===== src/rtl/multi_edge_pkg.sv =====
// rtl/multi_edge_pkg.sv - shared encodings for the multi-channel edge detector
package multi_edge_pkg;

    localparam logic [1:0] MODE_OFF  = 2'b00;
    localparam logic [1:0] MODE_RISE = 2'b01;
    localparam logic [1:0] MODE_FALL = 2'b10;
    localparam logic [1:0] MODE_BOTH = 2'b11;

    typedef enum logic [2:0] {
        ST_INIT   = 3'd0,
        ST_LOW    = 3'd1,
        ST_HIGH   = 3'd2,
        ST_PEND_H = 3'd3,
        ST_PEND_L = 3'd4
    } state_t;

endpackage


===== src/rtl/edge_chan.sv =====
// rtl/edge_chan.sv - one channel: stability filter FSM, edge qualification, saturating event counter
module edge_chan
    import multi_edge_pkg::*;
#(
    parameter int STABLE_CNT = 3,
    parameter int CNT_W      = 8
) (
    input  logic             clk,
    input  logic             rst_n,
    input  logic             din,
    input  logic [1:0]       mode,
    input  logic             clr,
    output logic             pulse,
    output logic             pulse_next,
    output logic             level,
    output logic [CNT_W-1:0] count
);

    localparam int              SC_W      = (STABLE_CNT > 1) ? $clog2(STABLE_CNT) : 1;
    localparam bit              IMMEDIATE = (STABLE_CNT <= 1);
    localparam logic [SC_W-1:0] SC_LAST   = SC_W'(STABLE_CNT - 1);
    localparam logic [CNT_W-1:0] CNT_MAX  = '1;

    state_t          state;
    logic [SC_W-1:0] scnt;
    logic            accept_rise;
    logic            accept_fall;
    logic            rise_en;
    logic            fall_en;

    // scnt holds how many new-value samples were already seen; this sample completes the run
    always_comb begin
        accept_rise = din  && ((state == ST_LOW  && IMMEDIATE) || (state == ST_PEND_H && scnt == SC_LAST));
        accept_fall = !din && ((state == ST_HIGH && IMMEDIATE) || (state == ST_PEND_L && scnt == SC_LAST));
        rise_en     = (mode == MODE_RISE) || (mode == MODE_BOTH);
        fall_en     = (mode == MODE_FALL) || (mode == MODE_BOTH);
        pulse_next  = (accept_rise && rise_en) || (accept_fall && fall_en);
    end

    always_ff @(posedge clk or negedge rst_n) begin
        if (!rst_n) begin
            state <= ST_INIT;
            scnt  <= '0;
            level <= 1'b0;
            pulse <= 1'b0;
            count <= '0;
        end else begin
            pulse <= pulse_next;

            if (clr) begin
                count <= '0;
            end else if (pulse_next && count != CNT_MAX) begin
                count <= count + 1'b1;
            end

            case (state)
                ST_INIT: begin
                    state <= din ? ST_HIGH : ST_LOW;
                    level <= din;
                    scnt  <= '0;
                end
                ST_LOW: begin
                    if (din) begin
                        if (IMMEDIATE) begin
                            state <= ST_HIGH;
                            level <= 1'b1;
                        end else begin
                            state <= ST_PEND_H;
                            scnt  <= SC_W'(1);
                        end
                    end
                end
                ST_PEND_H: begin
                    if (!din) begin
                        state <= ST_LOW;
                        scnt  <= '0;
                    end else if (accept_rise) begin
                        state <= ST_HIGH;
                        level <= 1'b1;
                        scnt  <= '0;
                    end else begin
                        scnt <= scnt + 1'b1;
                    end
                end
                ST_HIGH: begin
                    if (!din) begin
                        if (IMMEDIATE) begin
                            state <= ST_LOW;
                            level <= 1'b0;
                        end else begin
                            state <= ST_PEND_L;
                            scnt  <= SC_W'(1);
                        end
                    end
                end
                ST_PEND_L: begin
                    if (din) begin
                        state <= ST_HIGH;
                        scnt  <= '0;
                    end else if (accept_fall) begin
                        state <= ST_LOW;
                        level <= 1'b0;
                        scnt  <= '0;
                    end else begin
                        scnt <= scnt + 1'b1;
                    end
                end
                default: begin
                    state <= ST_INIT;
                    scnt  <= '0;
                end
            endcase
        end
    end

endmodule


===== src/rtl/multi_edge_detector.sv =====
// rtl/multi_edge_detector.sv - N_CH filtered edge detectors with per-channel mode and event counters
module multi_edge_detector
    import multi_edge_pkg::*;
#(
    parameter int N_CH       = 4,
    parameter int STABLE_CNT = 3,
    parameter int CNT_W      = 8
) (
    input  logic                  clk,
    input  logic                  rst_n,
    input  logic [N_CH-1:0]       din,
    input  logic [2*N_CH-1:0]     mode,
    input  logic                  clr,
    output logic [N_CH-1:0]       edge_o,
    output logic [N_CH-1:0]       level_o,
    output logic                  any_o,
    output logic [N_CH*CNT_W-1:0] cnt_o
);

    logic [N_CH-1:0] pulse_next;

    for (genvar gi = 0; gi < N_CH; gi++) begin : g_chan
        edge_chan #(
            .STABLE_CNT (STABLE_CNT),
            .CNT_W      (CNT_W)
        ) u_chan (
            .clk        (clk),
            .rst_n      (rst_n),
            .din        (din[gi]),
            .mode       (mode[2*gi +: 2]),
            .clr        (clr),
            .pulse      (edge_o[gi]),
            .pulse_next (pulse_next[gi]),
            .level      (level_o[gi]),
            .count      (cnt_o[gi*CNT_W +: CNT_W])
        );
    end

    // OR the pre-register pulses so any_o lands in the same cycle as edge_o
    always_ff @(posedge clk or negedge rst_n) begin
        if (!rst_n) begin
            any_o <= 1'b0;
        end else begin
            any_o <= |pulse_next;
        end
    end

endmodule


===== config.mk =====
export PLATFORM = sky130hd
export DESIGN_NAME = multi_edge_detector
export DESIGN_NICKNAME = d
export VERILOG_FILES = /design/src/rtl/multi_edge_pkg.sv /design/src/rtl/edge_chan.sv /design/src/rtl/multi_edge_detector.sv
export SDC_FILE = /design/constraint.sdc
export NUM_CORES = 1
export LEC_CHECK = 0
export CORE_MARGIN = 10
export CORE_UTILIZATION = 50
export CTS_CLUSTER_DIAMETER = 120
export DETAILED_ROUTE_END_ITERATION = 16
export PLACE_DENSITY = 0.79
export SETUP_SLACK_MARGIN = 0.05
export SLEW_MARGIN = 20
export SYNTH_ARGS = -nofsm -noshare
export SYNTH_HDL_FRONTEND = slang
export SYNTH_SLANG_ARGS = --single-unit

===== constraint.sdc =====
create_clock -name clk -period 5.9 [get_ports clk]
set_clock_uncertainty 0.15 [all_clocks]
set_input_delay 0.59 -clock clk [delete_from_list [all_inputs] [get_ports clk]]
set_output_delay 0.59 -clock clk [all_outputs]
set_load 0.02 [all_outputs]

# Word-level counts from Yosys, hierarchy flattened
# Index checks and enable logic that the tools add are counted.
# op_classes
addsub	8
n_eq_ne	68
muxes	88
reduce_logical	69
# ops
cell	n
two-way mux 3 bit	24
two-way mux 8 bit	8
case mux 3 bit (5 select lines)	4
two-way mux 2 bit	28
adder 8 x 1 -> 8 bit (second input constant)	4
inequality test 2 bit (second input constant)	16
inequality test 8 bit (second input constant)	4
case mux 2 bit (4 select lines)	4
logical AND 1 bit	28
== test 2 bit (second input constant)	12
== test 3 x 2 -> 1 bit (second input constant)	8
inequality test 3 x 2 -> 1 bit (second input constant)	8
AND reduction 5 bit	4
two-way mux 1 bit	16
inequality test 2 x 1 -> 1 bit (second input constant)	8
AND reduction 4 bit	4
== test 3 x 1 -> 1 bit (second input constant)	4
== test 3 bit (second input constant)	4
logical NOT 3 bit	4
logical OR 1 bit	12
case mux 1 bit (3 select lines)	4
nonzero test 3 bit	4
adder 2 x 1 -> 2 bit (second input constant)	4
== test 2 x 1 -> 1 bit (second input constant)	4
4 further kinds	13
# word_totals
reg_bits	61
in_bits	15
output_inout_bits	41

# Logic depth before layout (Yosys ltp)
# logic_depth
depth_word	8
mapped_depth	8
mapped_depth_nobuf	7

# Cells and area by module
# A second synthesis with hierarchy kept.
# unflattened
hier_cells	378
hier_area_um2	3474.6
# by_module_without_submodules
mod	instances	cells_each	area_per_inst_um2
edge_chan (g_chan[0].u_chan ...)	3	94	852.1
edge_chan (g_chan[3].u_chan)	1	94	885.8
multi_edge_detector	1	2	32.5

# Least setup slack after synthesis
# OpenSTA, ideal clock, no wires.
# synth_path
path_kind	input port to flip-flop
startpoint	input din[0]
endpoint	register g_chan[0].u_chan.count[5]
arrival_time_ns	2.115
required_time_ns	5.625
slack_ns	3.510
stages	5
cell_sequence	buf_2 or4b_4 o22a_4 nor4_1 mux2_2
# synth_between
elab_chain_cells	6
# synth_rtl
element	line	source
start: declaration	multi_edge_detector.sv:11	input logic [N_CH-1:0] din,
logical NOT 1 bit	edge_chan.sv:34	accept_fall = !din && ((state == ST_HIGH && IMMEDIATE) || (state == ST_PEND_L && scnt == SC_LAST));
logical AND 1 bit	edge_chan.sv:34	
logical AND 1 bit	edge_chan.sv:37	pulse_next = (accept_rise && rise_en) || (accept_fall && fall_en);
logical OR 1 bit (*)	edge_chan.sv:37	
logical AND 1 bit (*)	edge_chan.sv:52	end else if (pulse_next && count != CNT_MAX) begin
nonzero test 2 bit (no line) (*)	--	
end signal: assignment	edge_chan.sv:53	count <= count + 1'b1;
end: declaration	edge_chan.sv:16	output logic [CNT_W-1:0] count
# Mark *: on every way between the ends. The rest lies on a longest branch, timed or not.
# A chain may end at the register's enable or synchronous reset.

# Worst setup path after layout
# layout_path
startpoint	input din[3]
endpoint	register g_chan[3].u_chan.count[6]
# layout_between
elab_chain_cells	6
# layout_rtl
element	line
logical NOT 1 bit	edge_chan.sv:34
logical AND 1 bit	edge_chan.sv:34
logical AND 1 bit	edge_chan.sv:37
logical OR 1 bit (*)	edge_chan.sv:37
logical AND 1 bit (*)	edge_chan.sv:52
nonzero test 2 bit (no line) (*)	--
end signal: assignment	edge_chan.sv:53
end: declaration	edge_chan.sv:16
# Marks and branches as above.

==> flow_summary.rst <==
.. list-table::
   :header-rows: 1

   * - Metric
     - Value
   * - Yosys warning total
     - 0
   * - Synth Cell Area
     - 3540 um2
   * - EDFF count, synth
     - 0
   * - Slew at the pin with the worst max-slew slack
     - 968 ps
   * - Cell taking the most area after synthesis
     - sky130_fd_sc_hd__dfrtp_1
   * - Area grow syn2layout
     - 20.8%
   * - Post CTS Setup Buffer Count
     - 0
   * - Vias in the first global route
     - 2,876
   * - RSZ-0062 raised after global routing
     - false
   * - Register clock-pin slew on the reported worst setup and hold paths
     - 70 ps
   * - Post-Syn Instances
     - 393
   * - Later-pin clock latency in the skew report
     - 330 ps
   * - Worst-case headroom to the max-slew limit
     - 35.5%
   * - Parity-gate share of the synthesized area counting xor and xnor cells
     - 0.742%
   * - PwrDens
     - 289 nW/um2
   * - Adder and majority gate portion of the synthesized area
     - 2.83%
   * - Final setup violating endpoints
     - 0
   * - Synthesized net count
     - 416
   * - Mean post-synth cell area
     - 9.01 um2
   * - Die height
     - 104 um
   * - Final-layout fill cell count
     - 600
   * - Number of unique standard cell types used by synthesis
     - 59
   * - First drt pass iteration count
     - 4
   * - Vias after detailed routing
     - 3,090
   * - Clock tree from TritonCTS
     - done
   * - Initial antenna violation count
     - 0
   * - Total inserted antenna cells
     - 0
   * - Proportion of synthesized flip-flops having asynchronous set or reset
     - 100%
   * - Crit path arrival time
     - 2980 ps
   * - Combinational family with the most area after synthesis
     - simple AND/OR/NAND/NOR gates
   * - Standard cell area after detailed placement
     - 4060 um2
   * - CTS root buffer
     - sky130_fd_sc_hd__clkbuf_8
   * - ANT nets after route
     - 0
   * - CTS H-tree lvls
     - 3
   * - Portion of netlist area occupied by mux cells
     - 2.72%
   * - Critical path fanouts, max
     - 14
   * - Maximum vdd drop
     - 165 uV
   * - Tightest hold margin
     - 250 ps
   * - Area of all placed cells without fillers
     - 4280 um2
   * - Area fraction in compound gates after synthesis
     - 20.6%
   * - WP data required
     - 5980 ps
   * - Floorplan die area
     - 10,800 um2
   * - Number of vias per cell after detailed routing
     - 5.83
   * - Outcome
     - finished, final reports clean
   * - First-pass GRT wire length
     - 13.6 mm
   * - CP endpoint kind
     - flip-flop
   * - Kind of start point of the critical path
     - input port
   * - I/O Buffers
     - 55
   * - Part of the cycle the worst path needs
     - 49.2%
   * - Most area-consuming cells after synthesis
     - sky130_fd_sc_hd__dfrtp_1 43%, sky130_fd_sc_hd__o21ai_0 4.4%, sky130_fd_sc_hd__nand3_1 3.4%
   * - Largest net degree at the start of global routing
     - 62
   * - Leakage power
     - 1.74 nW
   * - Core area
     - 6830 um2
   * - Die width
     - 104 um
   * - Sum of negative setup slack
     - 0 ps
   * - Share of final-layout standard cells stronger than drive strength 1
     - 8.76%
   * - Cts-stage hold buffer count
     - 0
   * - Synth Area in Simple Gates
     - 22.8%
   * - Yosys top cell area share
     - 43.1%
   * - Final Hold Violating Endpoints
     - 0
   * - Final critical delay including setup and external delays
     - 2900 ps
   * - Routed length per instance
     - 15.3 um
   * - Worst min path class
     - input port to async pin
   * - CTS-repair resized insts
     - 0
   * - Count of maximum capacitance violations
     - 0
   * - Top-level port count
     - 56
   * - CTS Sinks
     - 61
   * - Highest clock frequency the design can meet
     - 0.345 GHz
   * - Overflow after GRT
     - 0
   * - Placement Rows
     - 30
   * - DRC violation count after routing
     - 0
   * - TritonCTS buffer count
     - 9
   * - Clock Path Buffers
     - 2
   * - Total number of nets in the final design
     - 452
   * - Detailed Route WL
     - 8.10 mm
   * - Half-perimeter wire length after placement
     - 5.60 mm
   * - Synthesis-stage register bit count
     - 61
   * - Type of the setup path with the least slack
     - input port to flip-flop
   * - Dominant synthesized flop cell
     - sky130_fd_sc_hd__dfrtp_1
   * - Effective utilization at floorplan
     - 51.8%
   * - Number of slew-limit violations in the final report
     - 0
   * - Sequential fraction of the synthesis area
     - 43.1%
   * - Final Wtd Congestion
     - 0.863
   * - Total routing usage reported by global routing
     - 14.7%
   * - Violation count after the first detailed-route iteration
     - 213
## state kept, by name, summed over array words and instances (netlist names)
name	count
g_chan.u_chan.scnt	8
any_o	1
g_chan.u_chan.pulse	4
g_chan.u_chan.count	32
g_chan.u_chan.state	12
g_chan.u_chan.level	4
## kinds of logic after synthesis
logic type,count (synthesis)
fa+ha+maj,8
flops,61
compound gates,108
mux,9
buf+inv,56
simple gates,148
xor+xnor,3
## synthesized netlist by cell type (3+ instances only)
library cell,number
sky130_fd_sc_hd__mux2_2,5
sky130_fd_sc_hd__or2_2,4
sky130_fd_sc_hd__nand2b_1,4
sky130_fd_sc_hd__buf_2,3
sky130_fd_sc_hd__mux2i_1,4
sky130_fd_sc_hd__nand3_1,24
sky130_fd_sc_hd__or3_1,5
sky130_fd_sc_hd__dfrtp_1,61
sky130_fd_sc_hd__a31oi_1,4
sky130_fd_sc_hd__ha_1,8
sky130_fd_sc_hd__o21ai_0,31
sky130_fd_sc_hd__and2_1,6
sky130_fd_sc_hd__or3b_2,3
sky130_fd_sc_hd__a221oi_1,3
sky130_fd_sc_hd__nor2_1,25
sky130_fd_sc_hd__buf_4,8
sky130_fd_sc_hd__o41ai_1,6
sky130_fd_sc_hd__nor3_1,10
sky130_fd_sc_hd__nand4_1,6
sky130_fd_sc_hd__or4_1,8
sky130_fd_sc_hd__o31ai_1,9
sky130_fd_sc_hd__inv_1,23
sky130_fd_sc_hd__and3_1,6
sky130_fd_sc_hd__nand2_1,26
sky130_fd_sc_hd__nor2b_1,5
sky130_fd_sc_hd__nor4_1,4
sky130_fd_sc_hd__o311ai_0,6
sky130_fd_sc_hd__clkbuf_1,21
sky130_fd_sc_hd__a21oi_1,22
sky130_fd_sc_hd__o311a_1,3
## per-layer routing
layer | track usage (%) | wire (um) | part of all wire [%]
met5 | 0 | 0 | 0
met2 | 22.5 | 3820 | 47
met4 | 6.46 | 128 | 1.6
met1 | 19.1 | 3730 | 46
met3 | 3.59 | 423 | 5.2
## critical path: stages
cell                              delay (ps)
sky130_fd_sc_hd__clkdlybuf4s50_1         600
sky130_fd_sc_hd__nor4b_1                 520
sky130_fd_sc_hd__a32oi_1                 380
sky130_fd_sc_hd__or4b_2                  740
sky130_fd_sc_hd__o211a_1                 140
## where the power goes
part / internal, W / switching (W) / total [W]
sequential: 0.000472 / 0.0000868 / 0.000559
clock: 0.000227 / 0.000160 / 0.000388
combinational: 0.000145 / 0.000145 / 0.000290
total: 0.000845 / 0.000392 / 0.00124
## cells in the final DEF (no fill, tap or decap), types with 3 or more instances in the layout
master	netlist	routed
sky130_fd_sc_hd__a21oi_1	22	22
sky130_fd_sc_hd__a221oi_1	3	3
sky130_fd_sc_hd__a31oi_1	4	4
sky130_fd_sc_hd__and2_1	6	6
sky130_fd_sc_hd__and3_1	6	6
sky130_fd_sc_hd__clkbuf_8	0	12
sky130_fd_sc_hd__clkdlybuf4s50_1	0	54
sky130_fd_sc_hd__clkinv_2	0	3
sky130_fd_sc_hd__dfrtp_1	61	61
sky130_fd_sc_hd__ha_1	8	8
sky130_fd_sc_hd__inv_1	23	23
sky130_fd_sc_hd__mux2_2	5	5
sky130_fd_sc_hd__mux2i_1	4	4
sky130_fd_sc_hd__nand2_1	26	26
sky130_fd_sc_hd__nand2b_1	4	4
sky130_fd_sc_hd__nand3_1	24	24
sky130_fd_sc_hd__nand4_1	6	6
sky130_fd_sc_hd__nor2_1	25	25
sky130_fd_sc_hd__nor2b_1	5	5
sky130_fd_sc_hd__nor3_1	10	10
sky130_fd_sc_hd__nor4_1	4	4
sky130_fd_sc_hd__o21ai_0	31	31
sky130_fd_sc_hd__o311a_1	3	3
sky130_fd_sc_hd__o311ai_0	6	6
sky130_fd_sc_hd__o31ai_1	9	9
sky130_fd_sc_hd__o41ai_1	6	6
sky130_fd_sc_hd__or2_2	4	4
sky130_fd_sc_hd__or3_1	5	5
sky130_fd_sc_hd__or3b_2	3	3
sky130_fd_sc_hd__or4_1	8	8
## metrics by stage
stage               util [%]  instances  total power, W  worst slack (ps)
CTS                     62.5        530         0.00125              3050
detailed placement      59.4        514        0.000855              2690
global placement        59.4        513        0.000837              2790
finish                  62.6        530         0.00124              3000
floorplan                  -        393        0.000782              3510
global route            62.6        530         0.00131              2860
## path summary, 6_finish.rpt
path | from | endpoint | slack (ps) | depth (start not counted)
setup / recovery | din[3] | g_chan[3].u_chan.count[6] | 3000 | 5
hold reg to reg | g_chan[3].u_chan.scnt[0] | g_chan[3].u_chan.scnt[0] | 350 | 1
max in group asynchronous | rst_n | g_chan[2].u_chan.count[5] | 4830 | 2
setup reg to reg | g_chan[3].u_chan.state[0] | g_chan[3].u_chan.count[6] | 3320 | 4
hold / removal | rst_n | g_chan[0].u_chan.level | 250 | 2
min in group clk | g_chan[3].u_chan.scnt[0] | g_chan[3].u_chan.scnt[0] | 350 | 1
## layout make-up
cell class                      instances  area, um2  share of cell area [%]
Tap cell                               96        120                    2.81
Multi-Input combinational cell        276       1770                    41.3
Timing Repair Buffer                   58        566                    13.2
Clock inverter                          4       45.0                    1.05
Inverter                               23       86.3                    2.02
Sequential cell                        61       1530                    35.7
Clock buffer                           12        165                    3.86
Note: power is estimated with default switching activity, not from simulation.
